<file path="config.mk">
export PLATFORM = sky130hd
export DESIGN_NAME = stream_ppfifo_writer
export DESIGN_NICKNAME = d
export VERILOG_FILES = /design/src/rtl/stream_ppfifo_writer.sv
export SDC_FILE = /design/constraint.sdc
export NUM_CORES = 1
export LEC_CHECK = 0
export ABC_CLOCK_PERIOD_IN_PS = 5300
export BUFFER_PORTS_ARGS = -buffer_cell sky130_fd_sc_hd__clkbuf_2
export CAP_MARGIN = 25
export CORE_AREA = 4 4 106 158
export CTS_BUF_LIST = sky130_fd_sc_hd__clkbuf_4 sky130_fd_sc_hd__clkbuf_8 sky130_fd_sc_hd__clkbuf_16
export DETAILED_ROUTE_END_ITERATION = 8
export DIE_AREA = 0 0 110 162
export PLACE_DENSITY = 0.56
export SETUP_SLACK_MARGIN = 0.2
export SKIP_CTS_REPAIR_TIMING = 1
export SYNTH_ARGS = -nofsm -noshare
export SYNTH_HDL_FRONTEND = slang
export SYNTH_SLANG_ARGS = --single-unit
</file>
<file path="constraint.sdc">
create_clock -name i_clk -period 5.3 [get_ports i_clk]
set_input_delay 0.795 -clock i_clk [delete_from_list [all_inputs] [get_ports i_clk]]
set_output_delay 0.795 -clock i_clk [all_outputs]
set_load 0.005 [all_outputs]
</file>
<file path="src/rtl/stream_ppfifo_writer.sv">
// Writes a valid/ready word stream into one half of a ping-pong FIFO at a time.
// A buffer is released when it is full, on end-of-packet, or after an idle timeout.
//
// state      | meaning
// -----------+-----------------------------------------------------------
// ST_IDLE    | no buffer held; grant the first ready buffer
// ST_FILL    | buffer activated; accept words until full, last or timeout
// ST_RELEASE | one cycle hold so the final strobe lands while activated
module stream_ppfifo_writer #(
    parameter int DATA_WIDTH = 32,
    parameter int TIMEOUT    = 64
) (
    input  logic                  i_clk,
    input  logic                  i_rst,
    input  logic                  i_valid,
    input  logic [DATA_WIDTH-1:0] i_data,
    input  logic                  i_last,
    output logic                  o_ready,
    input  logic [1:0]            i_wr_rdy,
    output logic [1:0]            o_wr_act,
    input  logic [15:0]           i_wr_size,
    output logic                  o_wr_stb,
    output logic [DATA_WIDTH-1:0] o_wr_data,
    output logic [15:0]           o_count,
    output logic                  o_busy
);

    typedef enum logic [1:0] {
        ST_IDLE,
        ST_FILL,
        ST_RELEASE
    } state_t;

    localparam logic [15:0] TMR_LOAD = 16'(TIMEOUT);

    state_t                state_q, state_d;
    logic [1:0]            act_q, act_d;
    logic                  stb_q, stb_d;
    logic [DATA_WIDTH-1:0] data_q, data_d;
    logic [15:0]           count_q, count_d;
    logic [15:0]           size_q, size_d;
    logic [15:0]           tmr_q, tmr_d;
    logic                  handshake;

    assign o_ready   = (state_q == ST_FILL) && (count_q < size_q);
    assign o_busy    = (state_q != ST_IDLE);
    assign o_wr_act  = act_q;
    assign o_wr_stb  = stb_q;
    assign o_wr_data = data_q;
    assign o_count   = count_q;
    assign handshake = i_valid && o_ready;

    always_comb begin
        state_d = state_q;
        act_d   = act_q;
        stb_d   = 1'b0;
        data_d  = data_q;
        count_d = count_q;
        size_d  = size_q;
        tmr_d   = tmr_q;
        case (state_q)
            ST_IDLE: begin
                if (i_wr_rdy != 2'b00) begin
                    state_d = ST_FILL;
                    act_d   = i_wr_rdy[0] ? 2'b01 : 2'b10;
                    size_d  = i_wr_size;
                    count_d = 16'd0;
                    tmr_d   = TMR_LOAD;
                end
            end
            ST_FILL: begin
                if (size_q == 16'd0) begin
                    state_d = ST_RELEASE;
                end else if (handshake) begin
                    stb_d   = 1'b1;
                    data_d  = i_data;
                    count_d = count_q + 16'd1;
                    tmr_d   = TMR_LOAD;
                    if ((count_q + 16'd1) == size_q || i_last) begin
                        state_d = ST_RELEASE;
                    end
                end else if (count_q != 16'd0 && TIMEOUT != 0) begin
                    // Down-counter: the edge that would take it to zero is the timeout edge.
                    if (tmr_q <= 16'd1) begin
                        state_d = ST_RELEASE;
                    end else begin
                        tmr_d = tmr_q - 16'd1;
                    end
                end
            end
            ST_RELEASE: begin
                state_d = ST_IDLE;
                act_d   = 2'b00;
            end
            default: begin
                state_d = ST_IDLE;
                act_d   = 2'b00;
            end
        endcase
    end

    always_ff @(posedge i_clk) begin
        if (i_rst) begin
            state_q <= ST_IDLE;
            act_q   <= 2'b00;
            stb_q   <= 1'b0;
            data_q  <= '0;
            count_q <= 16'd0;
            size_q  <= 16'd0;
            tmr_q   <= 16'd0;
        end else begin
            state_q <= state_d;
            act_q   <= act_d;
            stb_q   <= stb_d;
            data_q  <= data_d;
            count_q <= count_d;
            size_q  <= size_d;
            tmr_q   <= tmr_d;
        end
    end

endmodule

</file>
==> run_results.csv <==
group,metric,value,unit
yosys,ys_types,67,
clocking,htreeDepth,3,
worst_setup_path,startpoint_type,"register",
timing,final.setup.tns,0,ns
drt,route.detailed.drc,0,
power_and_ir_drop,clockPowerShare,0.332,
clocking,cts_root_buf,"clkbuf_16",
yosys,yosysWarnings,0,
clocking,cts_buffer_depth,2,
drt,drt_iter0_markers,233,
worst_setup_path,crit_path_max_fanout,7,
grt,grt_max_degree,71,
drt,wl_per_cell,16.5,microns
timing,max_freq,0.292,GHz
timing,finalSetupViolations,0,
timing,maxSlewHeadroom,0.397,
layout,final_core_util,0.359,
timing,finalWorstSetupSlack,1.87,ns
placed_design,placement.cell_area,5260,sq um
timing,tightest_slew,0.902,ns
power_and_ir_drop,switching_share,0.358,
yosys,syn-num-nets,657,
layout,syn2layout_area_growth,19.1,%
floorplan,start_util,0.301,
yosys,synth_edf_count,0,
floorplan,die_h,162,microns
layout,fin_area,5560,sq um
timing,finalMaxSlewViolations,0,
yosys,synth-seq-cells,85,
grt,grt_pass1_vias,4584,
power_and_ir_drop,combPwrFrac,0.275,
floorplan,dieWidth,110,microns
drt,routed_wl,14.4,mm
yosys,async_reset_ff_frac,0,
yosys,synthFlopType,"dfxtp_1",
layout,drive_gt1_frac,0.217,
hold_path,hold_class,"register to register",
worst_setup_path,worstSetupPathType,"register to output pin",
power_and_ir_drop,intPower,1.24,mW
clocking,cts.sinks,85,
status,outcome,"complete, no violations",
grt,grtUsageTotal,0.164,
placed_design,io_buffers,106,
layout,fillerInstances,1660,
power_and_ir_drop,p_sw,0.691,mW
grt,overflow,0,
timing,fin_crit_sh,0.646,
worst_setup_path,worstPathArrival,2.63,ns
power_and_ir_drop,ir_worst_vdd,0.212,mV
layout,diodes,0,
flow_run,maxCapViolations,0,
drt,viasPerCell,5.26,
drt,dr.pass1.iters,6,
clocking,worstSkewPairLatency,0.34,ns
timing,rsz0062_at_grt,"false",
yosys,yosysSeqAreaShare,0.365,
timing,hold_violations,0,
yosys,synth_cells,583,
floorplan,die_area,17800,sq um
grt,antenna_found_initial,0,
floorplan,ios,107,
power_and_ir_drop,p_leak,2.29,nW
placed_design,dp_slack,2.14,ns
floorplan,coreArea,15500,sq um
worst_setup_path,worst-endpoint-required,4.51,ns
timing,fin_hold_ws,0.455,ns
power_and_ir_drop,seqPwrFrac,0.393,
timing,skew,0.00720,ns
worst_setup_path,worstSetupEndpointType,"output pin",
timing,period_needed,3.43,ns
power_and_ir_drop,power_density,348,nW/um^2
layout,fin_nets,741,
clocking,path_clk_slew,0.07,ns
clocking,cts_tree,"yes",
placed_design,place.gp.congestion,0.893,
clocking,cts_buffers,9,
placed_design,dp_hpwl,10.6,mm
yosys,avgSynthCellArea,8.00,sq um
floorplan,num_rows,56,
yosys,synth_area,4670,sq um
grt,grt_pass1_wl,23.2,mm
drt,vias,4599,
drt,postRouteAntennaNets,0,
==> sequential cells by signal, summed over array words and instances (netlist names) <==
register	flops
o_wr_data	32
o_count	16
size_q	16
tmr_q	16
o_wr_act	2
state_q	2
o_wr_stb	1
==> power groups by stage <==
stage	registers (mW)	logic [mW]	clock network, mW
2_1_floorplan	0.759	0.375	0
3_3_place_gp	0.771	0.521	0
3_5_place_dp	0.773	0.529	0
4_1_cts	0.759	0.534	0.658
5_1_grt	0.769	0.599	0.684
6_report	0.760	0.531	0.641
==> cells in the final DEF (no fill, tap or decap), types with 4 or more instances in the layout <==
master / Yosys / layout
a311oi_1: 7 / 7
nand2_1: 111 / 111
clkbuf_2: 0 / 106
ha_1: 20 / 20
nand4_1: 11 / 11
nand3_1: 10 / 10
mux2i_1: 4 / 4
xnor2_1: 14 / 14
nor2_1: 17 / 17
xor2_1: 4 / 4
a21o_1: 6 / 6
o21a_1: 4 / 4
clkbuf_16: 0 / 9
or4_1: 15 / 15
or2_2: 6 / 6
nor4_1: 13 / 13
nor3_1: 7 / 7
buf_4: 3 / 6
dfxtp_1: 85 / 85
o21ai_0: 17 / 17
and3_1: 4 / 4
or3_1: 13 / 13
inv_1: 27 / 27
a21oi_1: 75 / 75
o31ai_1: 12 / 12
a31oi_1: 5 / 5
a211oi_1: 6 / 6
==> final timing paths <==
| kind | start | endpoint | slack (ns) | cells after the start |
|---|---|---|---|---|
| max reg2reg | o_count[13] | o_count[4] | 2.15 | 7 |
| min | o_wr_data[13] | o_wr_data[13] | 0.45 | 2 |
| min reg2reg | o_wr_data[13] | o_wr_data[13] | 0.45 | 2 |
| max | size_q[14] | o_ready | 1.87 | 7 |
==> cells in the mapped netlist (all sizes together) (7+ instances only) <==
master | count | area [sq um]
nor3 | 8 | 51.3
nor4 | 13 | 81.3
nor2 | 18 | 75.1
a311oi | 8 | 76.3
inv | 27 | 101
buf | 12 | 70.1
a21oi | 75 | 375
nand3 | 12 | 70.1
ha | 20 | 250
nand2 | 112 | 423
a21o | 7 | 53.8
xnor2 | 14 | 123
dfxtp | 85 | 1700
clkbuf | 26 | 158
nand4 | 12 | 81.3
o21ai | 20 | 100
or4 | 16 | 124
o31ai | 12 | 90.1
or3 | 13 | 81.3
==> worst max-delay path, stage by stage (launching register included) <==
cell and delay, ns:
dfxtp_1 0.47, inv_1 0.11, ha_1 0.30, nand4_1 0.18, or3_1 0.50, a211oi_1 0.44
nor4_1 0.16, clkbuf_2 0.15
==> metrics by stage <==
| step | cells | total power, mW |
|---|---|---|
| after CTS | 875 | 1.95 |
| final | 875 | 1.93 |
| after global routing | 875 | 2.05 |
| after detailed placement | 859 | 1.30 |
| after global placement | 859 | 1.29 |
| after floorplan | 583 | 1.13 |
==> area by class of cell <==
class                   count  area (sq um)  share of cell area
well taps                 203           254              0.0457
flip-flops and latches     85          1700               0.306
clock buffers               9           225              0.0405
repair buffers            112           576               0.104
inverters                  27           101              0.0182
clock inverters             7          76.3              0.0137
multi-input cells         432          2630               0.472
==> logic make-up after synthesis <==
| group | count (synthesis) | share of synthesized area |
|---|---|---|
| AOI/OAI and AO/OA | 160 | 0.216 |
| xor gates and xnor gates | 18 | 0.0338 |
| adders and majority gates | 20 | 0.0536 |
| buffers and inverters | 66 | 0.0727 |
| DFF | 85 | 0.365 |
| muxes | 4 | 0.00858 |
| and+or+nand+nor | 230 | 0.251 |
==> per-layer routing <==
layer / up-vias / part of all wire / global-route usage
li1: 2271 / - / -
met1: 2140 / 0.39 / 0.182
met2: 149 / 0.52 / 0.290
met3: 39 / 0.049 / 0.0322
met4: 0 / 0.041 / 0.0845
met5: - / 0 / 0
(Power assumes the default switching activity.)
